**src/rtl/booth_pkg.sv**
```systemverilog
// Shared constants and FSM state type for the Booth MAC stage.
package booth_pkg;
    localparam int OPW   = 16;
    localparam int PRODW = 32;

    typedef enum logic [1:0] {
        IDLE  = 2'd0,
        ACCUM = 2'd1,
        DONE  = 2'd2
    } mac_state_e;
endpackage

```
**src/rtl/booth_mac_accumulator_if.sv**
```systemverilog
// Operand-in and result-out handshake bundle of the MAC stage.
interface booth_mac_accumulator_if #(
    parameter int ACC_W = 40,
    parameter int CNT_W = 16
);
    import booth_pkg::*;

    logic                    in_valid;
    logic                    in_ready;
    logic                    in_last;
    logic signed [OPW-1:0]   multiplicand;
    logic signed [OPW-1:0]   multiplier;
    logic                    out_valid;
    logic                    out_ready;
    logic signed [ACC_W-1:0] out_acc;
    logic                    out_sat;
    logic [CNT_W-1:0]        out_count;

    modport master (
        output in_valid, in_last, multiplicand, multiplier, out_ready,
        input  in_ready, out_valid, out_acc, out_sat, out_count
    );

    modport slave (
        input  in_valid, in_last, multiplicand, multiplier, out_ready,
        output in_ready, out_valid, out_acc, out_sat, out_count
    );
endinterface

```
**src/rtl/booth_mac_accumulator_booth_wallace_cla.sv**
```systemverilog
// Signed 16x16 multiplier: radix-4 Booth recoding, carry-save tree, 4-bit-lookahead final adder.
module booth_wallace_cla
    import booth_pkg::*;
(
    input  logic signed [OPW-1:0]   a_i,
    input  logic signed [OPW-1:0]   b_i,
    output logic signed [PRODW-1:0] p_o
);
    localparam int NPP = OPW / 2;

    logic [PRODW-1:0] pp [NPP];
    logic [PRODW-1:0] s0, c0, s1, c1, s2, c2, s3, c3, s4, c4, s5, c5;

    function automatic logic [2*PRODW-1:0] csa(input logic [PRODW-1:0] x,
                                               input logic [PRODW-1:0] y,
                                               input logic [PRODW-1:0] z);
        logic [PRODW-1:0] carry;
        carry = ((x & y) | (x & z) | (y & z)) << 1;
        return {carry, x ^ y ^ z};
    endfunction

    always_comb begin : booth_recode
        logic [PRODW-1:0] a_ext;
        logic [OPW:0]     b_pad;
        logic [2:0]       grp;
        a_ext = {{(PRODW-OPW){a_i[OPW-1]}}, a_i};
        b_pad = {b_i, 1'b0};
        grp   = 3'b000;
        pp    = '{default: '0};
        for (int i = 0; i < NPP; i++) begin
            grp = b_pad[2*i +: 3];
            case (grp)
                3'b001, 3'b010: pp[i] = a_ext << (2*i);
                3'b011:         pp[i] = a_ext << (2*i + 1);
                3'b100:         pp[i] = (-a_ext) << (2*i + 1);
                3'b101, 3'b110: pp[i] = (-a_ext) << (2*i);
                default:        pp[i] = '0;
            endcase
        end
    end

    // 8 -> 6 -> 4 -> 3 -> 2 operand reduction; arithmetic is modulo 2^PRODW
    assign {c0, s0} = csa(pp[0], pp[1], pp[2]);
    assign {c1, s1} = csa(pp[3], pp[4], pp[5]);
    assign {c2, s2} = csa(s0, c0, s1);
    assign {c3, s3} = csa(c1, pp[6], pp[7]);
    assign {c4, s4} = csa(s2, c2, s3);
    assign {c5, s5} = csa(s4, c4, c3);

    always_comb begin : cla
        logic [PRODW-1:0] g, p, sum;
        logic [3:0]       gk, pk, ck;
        logic             cin;
        g   = s5 & c5;
        p   = s5 ^ c5;
        sum = '0;
        gk  = '0;
        pk  = '0;
        ck  = '0;
        cin = 1'b0;
        for (int k = 0; k < PRODW/4; k++) begin
            gk    = g[4*k +: 4];
            pk    = p[4*k +: 4];
            ck[0] = cin;
            ck[1] = gk[0] | (pk[0] & cin);
            ck[2] = gk[1] | (pk[1] & gk[0]) | (pk[1] & pk[0] & cin);
            ck[3] = gk[2] | (pk[2] & gk[1]) | (pk[2] & pk[1] & gk[0])
                  | (pk[2] & pk[1] & pk[0] & cin);
            sum[4*k +: 4] = pk ^ ck;
            cin   = gk[3] | (pk[3] & gk[2]) | (pk[3] & pk[2] & gk[1])
                  | (pk[3] & pk[2] & pk[1] & gk[0]) | ((&pk) & cin);
        end
        p_o = sum;
    end
endmodule

```
**src/rtl/booth_mac_accumulator.sv**
```systemverilog
// Streaming signed MAC: operand register stage, Booth product, saturating dot-product accumulator.
//   state | meaning
//   IDLE  | no partial terms, no result pending
//   ACCUM | partial terms held in the accumulator
//   DONE  | result pending on the output (out_valid)
module booth_mac_accumulator
    import booth_pkg::*;
#(
    parameter int ACC_W = 40,
    parameter int CNT_W = 16
) (
    input  logic clk,
    input  logic rst,
    input  logic acc_clear,
    booth_mac_accumulator_if.slave bus
);
    localparam logic [ACC_W-1:0] ACC_MAX = {1'b0, {(ACC_W-1){1'b1}}};
    localparam logic [ACC_W-1:0] ACC_MIN = {1'b1, {(ACC_W-1){1'b0}}};

    mac_state_e state_q, state_d;

    logic flush, stall, accept, advance, handoff, out_valid;

    logic                  v1_q, v1_d, last1_q, last1_d;
    logic signed [OPW-1:0] a1_q, a1_d, b1_q, b1_d;

    logic signed [ACC_W-1:0] acc_q, acc_d, out_acc_q, out_acc_d;
    logic                    sat_q, sat_d, out_sat_q, out_sat_d;
    logic [CNT_W-1:0]        cnt_q, cnt_d, out_count_q, out_count_d;

    logic signed [PRODW-1:0] prod;
    logic [ACC_W:0]          prod_ext, acc_ext, sum_ext;
    logic [ACC_W-1:0]        clamped;
    logic                    ovf;
    logic [CNT_W-1:0]        cnt_inc;

    assign flush       = rst | acc_clear;
    assign stall       = out_valid & ~bus.out_ready;
    assign bus.in_ready = ~stall & ~flush;
    assign accept      = bus.in_valid & bus.in_ready;
    assign advance     = v1_q & ~stall;
    assign handoff     = out_valid & bus.out_ready;

    // Operand stage
    always_comb begin
        v1_d    = v1_q;
        a1_d    = a1_q;
        b1_d    = b1_q;
        last1_d = last1_q;
        if (accept) begin
            v1_d    = 1'b1;
            a1_d    = bus.multiplicand;
            b1_d    = bus.multiplier;
            last1_d = bus.in_last;
        end else if (!stall) begin
            v1_d = 1'b0;
        end
    end

    always_ff @(posedge clk) begin
        if (flush) begin
            v1_q    <= 1'b0;
            a1_q    <= '0;
            b1_q    <= '0;
            last1_q <= 1'b0;
        end else begin
            v1_q    <= v1_d;
            a1_q    <= a1_d;
            b1_q    <= b1_d;
            last1_q <= last1_d;
        end
    end

    booth_wallace_cla u_mul (
        .a_i (a1_q),
        .b_i (b1_q),
        .p_o (prod)
    );

    // One guard bit is enough: |prod| <= 2^30 and ACC_W >= 33
    assign prod_ext = {{(ACC_W+1-PRODW){prod[PRODW-1]}}, prod};
    assign acc_ext  = {acc_q[ACC_W-1], acc_q};
    assign sum_ext  = acc_ext + prod_ext;
    assign ovf      = sum_ext[ACC_W] ^ sum_ext[ACC_W-1];
    assign clamped  = ovf ? (sum_ext[ACC_W] ? ACC_MIN : ACC_MAX) : sum_ext[ACC_W-1:0];
    assign cnt_inc  = (&cnt_q) ? cnt_q : cnt_q + CNT_W'(1);

    always_comb begin
        acc_d       = acc_q;
        sat_d       = sat_q;
        cnt_d       = cnt_q;
        out_acc_d   = out_acc_q;
        out_sat_d   = out_sat_q;
        out_count_d = out_count_q;
        if (advance) begin
            if (last1_q) begin
                out_acc_d   = clamped;
                out_sat_d   = sat_q | ovf;
                out_count_d = cnt_inc;
                acc_d       = '0;
                sat_d       = 1'b0;
                cnt_d       = '0;
            end else begin
                acc_d = clamped;
                sat_d = sat_q | ovf;
                cnt_d = cnt_inc;
            end
        end
    end

    always_ff @(posedge clk) begin
        if (flush) begin
            acc_q       <= '0;
            sat_q       <= 1'b0;
            cnt_q       <= '0;
            out_acc_q   <= '0;
            out_sat_q   <= 1'b0;
            out_count_q <= '0;
        end else begin
            acc_q       <= acc_d;
            sat_q       <= sat_d;
            cnt_q       <= cnt_d;
            out_acc_q   <= out_acc_d;
            out_sat_q   <= out_sat_d;
            out_count_q <= out_count_d;
        end
    end

    always_ff @(posedge clk) begin
        if (flush) state_q <= IDLE;
        else       state_q <= state_d;
    end

    always_comb begin
        state_d = state_q;
        if (advance) begin
            state_d = last1_q ? DONE : ACCUM;
        end else if (state_q == DONE && handoff) begin
            state_d = (cnt_q != '0) ? ACCUM : IDLE;
        end
    end

    // out_valid is a pure decode of DONE, so a pending result and the state cannot disagree
    always_comb begin
        out_valid = 1'b0;
        if (state_q == DONE) out_valid = 1'b1;
    end

    assign bus.out_valid = out_valid;
    assign bus.out_acc   = out_acc_q;
    assign bus.out_sat   = out_sat_q;
    assign bus.out_count = out_count_q;

    a_hold_while_stalled: assert property (@(posedge clk)
        (!flush && stall) |=> $stable(out_acc_q));
endmodule

```
**src/flat_wrapper.sv**
```systemverilog
// flat-port wrapper written by rule: the top's interface ports become plain ports
module booth_mac_accumulator_flat import booth_pkg::*;
#(
    parameter int ACC_W = 40,
    parameter int CNT_W = 16
)
  (clk, rst, acc_clear, bus_in_valid, bus_in_last, bus_multiplicand, bus_multiplier, bus_out_ready, bus_in_ready, bus_out_valid, bus_out_acc, bus_out_sat, bus_out_count);
  booth_mac_accumulator_if #(.ACC_W(ACC_W), .CNT_W(CNT_W)) bus_i ();
  input  logic clk;
  input  logic rst;
  input  logic acc_clear;
  input wire logic [$bits(bus_i.in_valid)-1:0] bus_in_valid;
  input wire logic [$bits(bus_i.in_last)-1:0] bus_in_last;
  input wire logic [$bits(bus_i.multiplicand)-1:0] bus_multiplicand;
  input wire logic [$bits(bus_i.multiplier)-1:0] bus_multiplier;
  input wire logic [$bits(bus_i.out_ready)-1:0] bus_out_ready;
  output wire logic [$bits(bus_i.in_ready)-1:0] bus_in_ready;
  output wire logic [$bits(bus_i.out_valid)-1:0] bus_out_valid;
  output wire logic [$bits(bus_i.out_acc)-1:0] bus_out_acc;
  output wire logic [$bits(bus_i.out_sat)-1:0] bus_out_sat;
  output wire logic [$bits(bus_i.out_count)-1:0] bus_out_count;
  assign bus_i.in_valid = bus_in_valid;
  assign bus_i.in_last = bus_in_last;
  assign bus_i.multiplicand = bus_multiplicand;
  assign bus_i.multiplier = bus_multiplier;
  assign bus_i.out_ready = bus_out_ready;
  assign bus_in_ready = bus_i.in_ready;
  assign bus_out_valid = bus_i.out_valid;
  assign bus_out_acc = bus_i.out_acc;
  assign bus_out_sat = bus_i.out_sat;
  assign bus_out_count = bus_i.out_count;
  booth_mac_accumulator #(.ACC_W(ACC_W), .CNT_W(CNT_W)) u_core (.clk(clk), .rst(rst), .acc_clear(acc_clear), .bus(bus_i));
endmodule
```
**config.mk**
```make
export PLATFORM = sky130hd
export DESIGN_NAME = booth_mac_accumulator_flat
export DESIGN_NICKNAME = d
export VERILOG_FILES = /design/src/rtl/booth_pkg.sv /design/src/rtl/booth_mac_accumulator_if.sv /design/src/rtl/booth_mac_accumulator_booth_wallace_cla.sv /design/src/rtl/booth_mac_accumulator.sv /design/src/flat_wrapper.sv
export SDC_FILE = /design/constraint.sdc
export NUM_CORES = 1
export LEC_CHECK = 0
export CAP_MARGIN = 20
export CORE_MARGIN = 3
export CORE_UTILIZATION = 50
export CTS_CLUSTER_DIAMETER = 50
export DETAILED_ROUTE_END_ITERATION = 8
export GPL_TIMING_DRIVEN = 0
export PLACE_DENSITY = 0.71
export SYNTH_ARGS = -nofsm -noshare
export SYNTH_HDL_FRONTEND = slang
export SYNTH_HIERARCHICAL = 1
export SYNTH_SLANG_ARGS = --single-unit
export TNS_END_PERCENT = 10
```
**constraint.sdc**
```tcl
create_clock -name clk -period 8.79 [get_ports clk]
set_input_delay 2.637 -clock clk [delete_from_list [all_inputs] [get_ports clk]]
set_output_delay 2.637 -clock clk [all_outputs]
set_load 0.05 [all_outputs]
```
Yosys cells after proc, flatten, opt, wreduce, memory -nomap -nowiden. Index checks and enable logic that the tools add are counted.

Register bits: 150. Input bits: 38.

Reductions and logical operators: 25. Mux-type cells: 21. Bitwise operators: 243. Equality and inequality tests: 47. $add $sub $neg: 3.

Operator list (count): $pmux 32 s4 (7); $and 31x31->31 (19); $xor 32x32->32 (13); $or 31x31->31 (12); $mux 40 (3); $and 1x1->1 (113); $pmux 32 s3 (1); $or 1x1->1 (74); $eq 3x3->1 const B (21); $eq 3x2->1 const B (14); $add 40x32->41 (1); $mux 16 (2); $neg 32->32 (1); $xor 4x4->4 (8); $reduce_or 2->1 (14); $reduce_and 4->1 (6); $eq 3x1->1 const B (7); $add 16x1->16 const B (1); $reduce_and 16->1 (1); $reduce_bool 16->1 (1); $eq 2x2->1 const B (3); $mux 2 (3); $mux 1 (5); $not 1->1 (3); other kinds (6) (6).

Longest topological paths before layout.
Depth in word-level cells: 39. Mapped depth: 45.

Hierarchy. Netlist, hierarchy kept.

By module, submodules not included: booth_wallace_cla (times used 1, cells each 1503, area each 10705.3 um^2); booth_mac_accumulator (times used 1, cells each 967, area each 7825.0 um^2).

Worst setup path before layout. Ideal clock, no wire load.

Kind: flip-flop to flip-flop. From: reg u_core.a1_q[0]. To: reg u_core.acc_q[16]. Setup time: 122 ps. Path slack: -834 ps. Data arrival time: 9502 ps. Path buffers: 7. Cell stages (with the launch flop): 40. Clock period less this slack: 9624 ps. Cells stage by stage: dfxtp_1 > inv_1 > buf_1 > ha_1 > buf_2 > nand2b_1 > or2_2 > clkbuf_1 > or3_1 > clkbuf_1 > xnor2_1 > nor2_1 > a21oi_1 > o22ai_1 > a21oi_1 > fa_1 > fa_1 > fa_1 > [4 not listed] > or3_1 > o21ai_0 > a21oi_1 > a21oi_1 > o221ai_1 > xnor2_1 > ha_1 > clkbuf_1 > a21o_1 > a21o_1 > a21oi_1 > nor3b_1 > a2111oi_0 > a21oi_2 > and3_1 > buf_2 > buf_2 > a221o_1.

Longest elaborated chain between the ends: 37. Elaborated cells on any way between the ends: 252. Classes of those cells: add/sub: 2; mux: 11; bitwise: 233; reduce/logical: 6.

Ends and longest elaborated chain: start, declared (RTL line booth_mac_accumulator.sv:25) `logic signed [OPW-1:0] a1_q, a1_d, b1_q, b1_d;`; start signal, assigned (RTL line booth_mac_accumulator.sv:63) `a1_q <= '0;`; start signal, assigned (RTL line booth_mac_accumulator.sv:68) `a1_q <= a1_d;`; $neg 32->32 (RTL line booth_mac_accumulator_booth_wallace_cla.sv:36) `3'b101, 3'b110: pp[i] = (-a_ext) << (2*i);`; $pmux 32 s4 or $pmux 32 s3 (tied branches) (RTL line booth_mac_accumulator_booth_wallace_cla.sv:32) `case (grp)`; $and 31x31->31 or $xor 32x32->32 (tied branches) (RTL line booth_mac_accumulator_booth_wallace_cla.sv:18, booth_mac_accumulator_booth_wallace_cla.sv:19); $or 31x31->31 or $xor 32x32->32 (tied branches) (RTL line booth_mac_accumulator_booth_wallace_cla.sv:18, booth_mac_accumulator_booth_wallace_cla.sv:19); $or 31x31->31 or $and 31x31->31 (tied branches) (RTL line booth_mac_accumulator_booth_wallace_cla.sv:18) `carry = ((x & y) | (x & z) | (y & z)) << 1;`; $and 31x31->31, or another cell as far along (RTL line booth_mac_accumulator_booth_wallace_cla.sv:18); $or 31x31->31 or $xor 32x32->32 (tied branches) (RTL line booth_mac_accumulator_booth_wallace_cla.sv:18, booth_mac_accumulator_booth_wallace_cla.sv:19); $or 31x31->31 or $and 31x31->31 (tied branches) (RTL line booth_mac_accumulator_booth_wallace_cla.sv:18); [22 not listed]; $and 1x1->1 (RTL line booth_mac_accumulator_booth_wallace_cla.sv:68) `| (pk[2] & pk[1] & pk[0] & cin);`; $or 1x1->1 (RTL line booth_mac_accumulator_booth_wallace_cla.sv:68); $xor 4x4->4 (*) (RTL line booth_mac_accumulator_booth_wallace_cla.sv:69) `sum[4*k +: 4] = pk ^ ck;`; via u_core.prod[31] (RTL line booth_mac_accumulator.sv:31) `logic signed [PRODW-1:0] prod;`; $add 40x32->41 (*) (RTL line booth_mac_accumulator.sv:83) `assign sum_ext = acc_ext + prod_ext;`; $mux 40 or $xor 1x1->1 (tied branches) (RTL line booth_mac_accumulator.sv:85, booth_mac_accumulator.sv:84); $mux 40 (*) (RTL line booth_mac_accumulator.sv:85) `assign clamped = ovf ? (sum_ext[ACC_W] ? ACC_MIN : ACC_MAX) : sum_ext[ACC_W-1:0];`; $mux 40 (*) (RTL line booth_mac_accumulator.sv:96) `if (last1_q) begin`; end signal, assigned (RTL line booth_mac_accumulator.sv:113) `acc_q <= '0;`; end signal, assigned (RTL line booth_mac_accumulator.sv:120) `acc_q <= acc_d;`; end, declared (RTL line booth_mac_accumulator.sv:27) `logic signed [ACC_W-1:0] acc_q, acc_d, out_acc_q, out_acc_d;`.

Mark *: on every way through the listed nets, which the timed path passes. The rest lies on a longest branch. A chain may end at the register's enable or synchronous reset.

Final worst setup path.
From: reg u_core.a1_q[4]. To: reg u_core.acc_q[11].

Longest elaborated chain between the ends: 36. Elaborated cells on any way between the ends: 236. Classes of those cells: add/sub: 2; mux: 11; bitwise: 217; reduce/logical: 6.

Ends and longest elaborated chain (RTL line): $neg 32->32 (booth_mac_accumulator_booth_wallace_cla.sv:36); $pmux 32 s3 (booth_mac_accumulator_booth_wallace_cla.sv:32); $and 31x31->31 or $xor 32x32->32 (tied branches) (booth_mac_accumulator_booth_wallace_cla.sv:18, booth_mac_accumulator_booth_wallace_cla.sv:19); $or 31x31->31 or $xor 32x32->32 (tied branches) (booth_mac_accumulator_booth_wallace_cla.sv:18, booth_mac_accumulator_booth_wallace_cla.sv:19); $or 31x31->31 or $and 31x31->31 (tied branches) (booth_mac_accumulator_booth_wallace_cla.sv:18); $and 31x31->31, or another cell as far along (booth_mac_accumulator_booth_wallace_cla.sv:18); $or 31x31->31 or $xor 32x32->32 (tied branches) (booth_mac_accumulator_booth_wallace_cla.sv:18, booth_mac_accumulator_booth_wallace_cla.sv:19); $or 31x31->31 or $and 31x31->31 (tied branches) (booth_mac_accumulator_booth_wallace_cla.sv:18); [21 not listed]; $and 1x1->1 (booth_mac_accumulator_booth_wallace_cla.sv:68); $or 1x1->1 (booth_mac_accumulator_booth_wallace_cla.sv:68); $xor 4x4->4 (*) (booth_mac_accumulator_booth_wallace_cla.sv:69); via u_core.prod[31] (booth_mac_accumulator.sv:31); $add 40x32->41 (*) (booth_mac_accumulator.sv:83); $mux 40 or $xor 1x1->1 (tied branches) (booth_mac_accumulator.sv:85, booth_mac_accumulator.sv:84); $mux 40 (*) (booth_mac_accumulator.sv:85); $mux 40 (*) (booth_mac_accumulator.sv:96).

Marks and branches as above.

==> results.cfg <==
[status]
status = complete, but fails checks
violations = negative setup slack

[logic_synthesis]
synth-main-ff-cell = dfxtp_1
synth_top_family_by_area = compound AO/OA/AOI/OAI gates
ys_seq_elements = 150
synth_compound_area_share_pct = 27.7
syn_area_mm2 = 0.0185
yosys.area_share.adder_pct = 21.0
synth_area_leaders = dfxtp_1 16%, fa_1 15%, ha_1 6.1%, nand2_1 6.1%, a21oi_1 5.6%
synth-seq-area-share_pct = 16.2
synth_commonest_cells = 299 x nand2_1, 209 x a21oi_1, 207 x inv_1, 202 x o21ai_0, 190 x nor2_1
ys_types = 82
synth_edf_count = 0
synth_cells = 2470
synthXorXnorAreaFrac_pct = 5.85
syn_nets = 2736
yosys.area_share.simple_pct = 17.2
synth_mux_area_share_pct = 3.42
synth.most_common_cell = nand2_1
ys_warn_count = 6
synth_top_area_share_pct = 16.2
synth_async_sr_flop_share_pct = 0
yosys.area.top_type = dfxtp_1
syn_avg_cell_area_um2 = 7.50

[timing]
min_period_ps = 9840
fmaxAchievable_ghz = 0.102
min_period_over_period_pct = 112
drv_slew = 0
setup_ws_ps = -1050
worst_pin_slew_ps = 1360
setup_violations = 82
slew_headroom_pct = 9.19
grt_setup_unrepaired = yes
skew_ps = 20.1
hold_viol_final = 0

[global_route]
grt_pass1_wl_um = 123000
grt_remaining_overflow = 0
use_met3_pct = 17.9
grt_max_degree = 17
globalRouteMet2Util_pct = 59.1
grt.total_usage_pct = 41.7
grt_use_met1_pct = 53.8
grt_pass1_vias = 19638
antenna_found_initial = 0
top_usage_layer = met2

[setup_path]
cpPeakStageDelay_ps = 850
crit_path_end_kind = flop
startpoint_type = flop
critical_path_class = flop to flop
crit_slowest_cell = clkbuf_1
crit_fanout = 10
arrival_ps = 10220
cp_common_cell = fa_1
required_ps = 9170
r2r_cells = 36

[placement]
post_dp_cell_area_mm2 = 0.0203
placed_cells = 3037
io_buffers = 96
dp_hpwl_um = 63000
place_ws_ps = -3030
gp_congestion = 1.17

[floorplan]
boundaryPins = 97
die_w_um = 199
core_area_mm2 = 0.0361
die_area_mm2 = 0.0394
die_height_um = 199
initial_core_util_pct = 51.3
core.rowCount = 69

[power]
ir_drop_mv = 0.198
leakage_nw = 9.11
total_power_mw = 4.05
power.density_mw_per_mm2 = 180

[final_layout]
layout.nets = 2914
area_delta_synth_final_pct = 21.1
finalInstanceArea_mm2 = 0.0224
fillers = 3268
layout.cells.non_filler = 3122
regArea_mm2 = 0.00301
drive_gt1_share_pct = 11.7
multiInputGateArea_mm2 = 0.0148

[clock_network]
cts_sinks = 150
clkTransAtPathRegs_ps = 70
clk_path_buf_depth = 2
cts_buffers = 17
ctsRootBufferMaster = clkbuf_16
cts_tree = done
worstSkewPairLatency_ps = 450
cts.htree.levels = 4

[drt]
drc = 0
routedWlPerCell_um = 27.1
via_per_inst = 6.76
drtIter0Drc = 2757
ant_nets = 0
drt_wl_total_um = 84600
vias = 21115
first_pass_iters = 8

[min_path]
hold_path.class = flop to flop
hold_depth = 2

[job]
maxCapViolations = 0
[power breakdown]
group / leakage (nW) / internal, mW / switching (mW)
registers: 1.21 / 0.699 / 0.0231
logic: 7.62 / 0.987 / 1.60
clock network: 0.276 / 0.421 / 0.318
total: 9.11 / 2.11 / 1.94
[registers in the layout (all words and copies together), names as in the netlist]
name,cells
u_core/last1_q,1
u_core/bus.out_sat,1
u_core/cnt_q,16
u_core/sat_q,1
u_core/state_q,2
u_core/bus.out_acc,40
u_core/v1_q,1
u_core/a1_q,16
u_core/bus.out_count,16
u_core/acc_q,40
u_core/b1_q,16
[per-layer routing]
| metal | vias up | part of all wire [%] |
|---|---|---|
| li1 | 9041 | - |
| met1 | 10058 | 38 |
| met2 | 1626 | 41 |
| met3 | 388 | 15 |
| met4 | 2 | 6.2 |
| met5 | - | 0.027 |
[worst max-delay path: cells and delay by family (launching register included)]
kind / cells / cell delay (ps)
AO/OA/AOI/OAI: 10 / 1720
XOR/XNOR: 2 / 660
adder cells (fa/ha/maj): 6 / 2570
buffers and inverters: 8 / 1890
flip-flops: 1 / 330
AND/OR/NAND/NOR: 10 / 2590
[final cells by class]
type / instances / share of cell area [%]
Clock buffer: 18 / 1.91
Multi-Input combinational cell: 1908 / 66.0
Clock inverter: 13 / 0.658
Tap cell: 461 / 2.57
Antenna cell: 1 / 0.0112
Buffer: 188 / 4.25
Timing Repair Buffer: 173 / 7.64
Inverter: 210 / 3.51
Sequential cell: 150 / 13.4
[path summary, 6_finish.rpt]
kind | start | end | slack [ps]
setup / recovery | u_core/a1_q[4] | u_core/acc_q[11] | -1050
hold / removal | u_core/bus.out_sat | u_core/bus.out_sat | 450
setup reg to reg | u_core/a1_q[4] | u_core/acc_q[11] | -1050
hold reg to reg | u_core/bus.out_sat | u_core/bus.out_sat | 450
[placed cells by master (no fill, tap or decap), drive strengths merged, types with 23 or more instances in the layout]
master,count
o21ai,208
nand2,299
a21oi,210
buf,119
a221oi,43
xor2,38
dfxtp,150
nor3,27
clkbuf,162
fa,138
a211oi,33
a22oi,23
ha,90
a221o,49
nand3,59
mux2i,42
xnor2,79
inv,213
nor2,192
clkdlybuf4s50,96
a21o,50
o211ai,27
o22ai,30
a31oi,23
[kinds of logic (layout without fill, tap and decap cells)]
group,count (synthesis),in the layout
AO/OA/AOI/OAI,794,794
XOR/XNOR,118,119
adder cells (fa/ha/maj),229,229
buffers and inverters,413,602
flip-flops,150,150
multiplexers,57,57
other,0,1
AND/OR/NAND/NOR,709,709
[what timing repair did]
item / CTS / global route
gates cloned: 3 / 3
hold buffers: 0 / 0
gates resized for setup: 179 / 76
buffers inserted: 36 / 26
pin swaps: 46 / 53
endpoints found under the setup margin: 82 / 82
endpoints found under the hold margin: 0 / 0
[through the flow]
step           hold slack [ps]  util, %  TNS, ps
6_report                   447     62.2   -79060
5_1_grt                    479     62.2   -95880
4_1_cts                    449     60.6   -54050
3_5_place_dp               441     56.3  -230120
3_3_place_gp               425     56.0  -229360
2_1_floorplan              431        -        0
(Power assumes the default switching activity.)
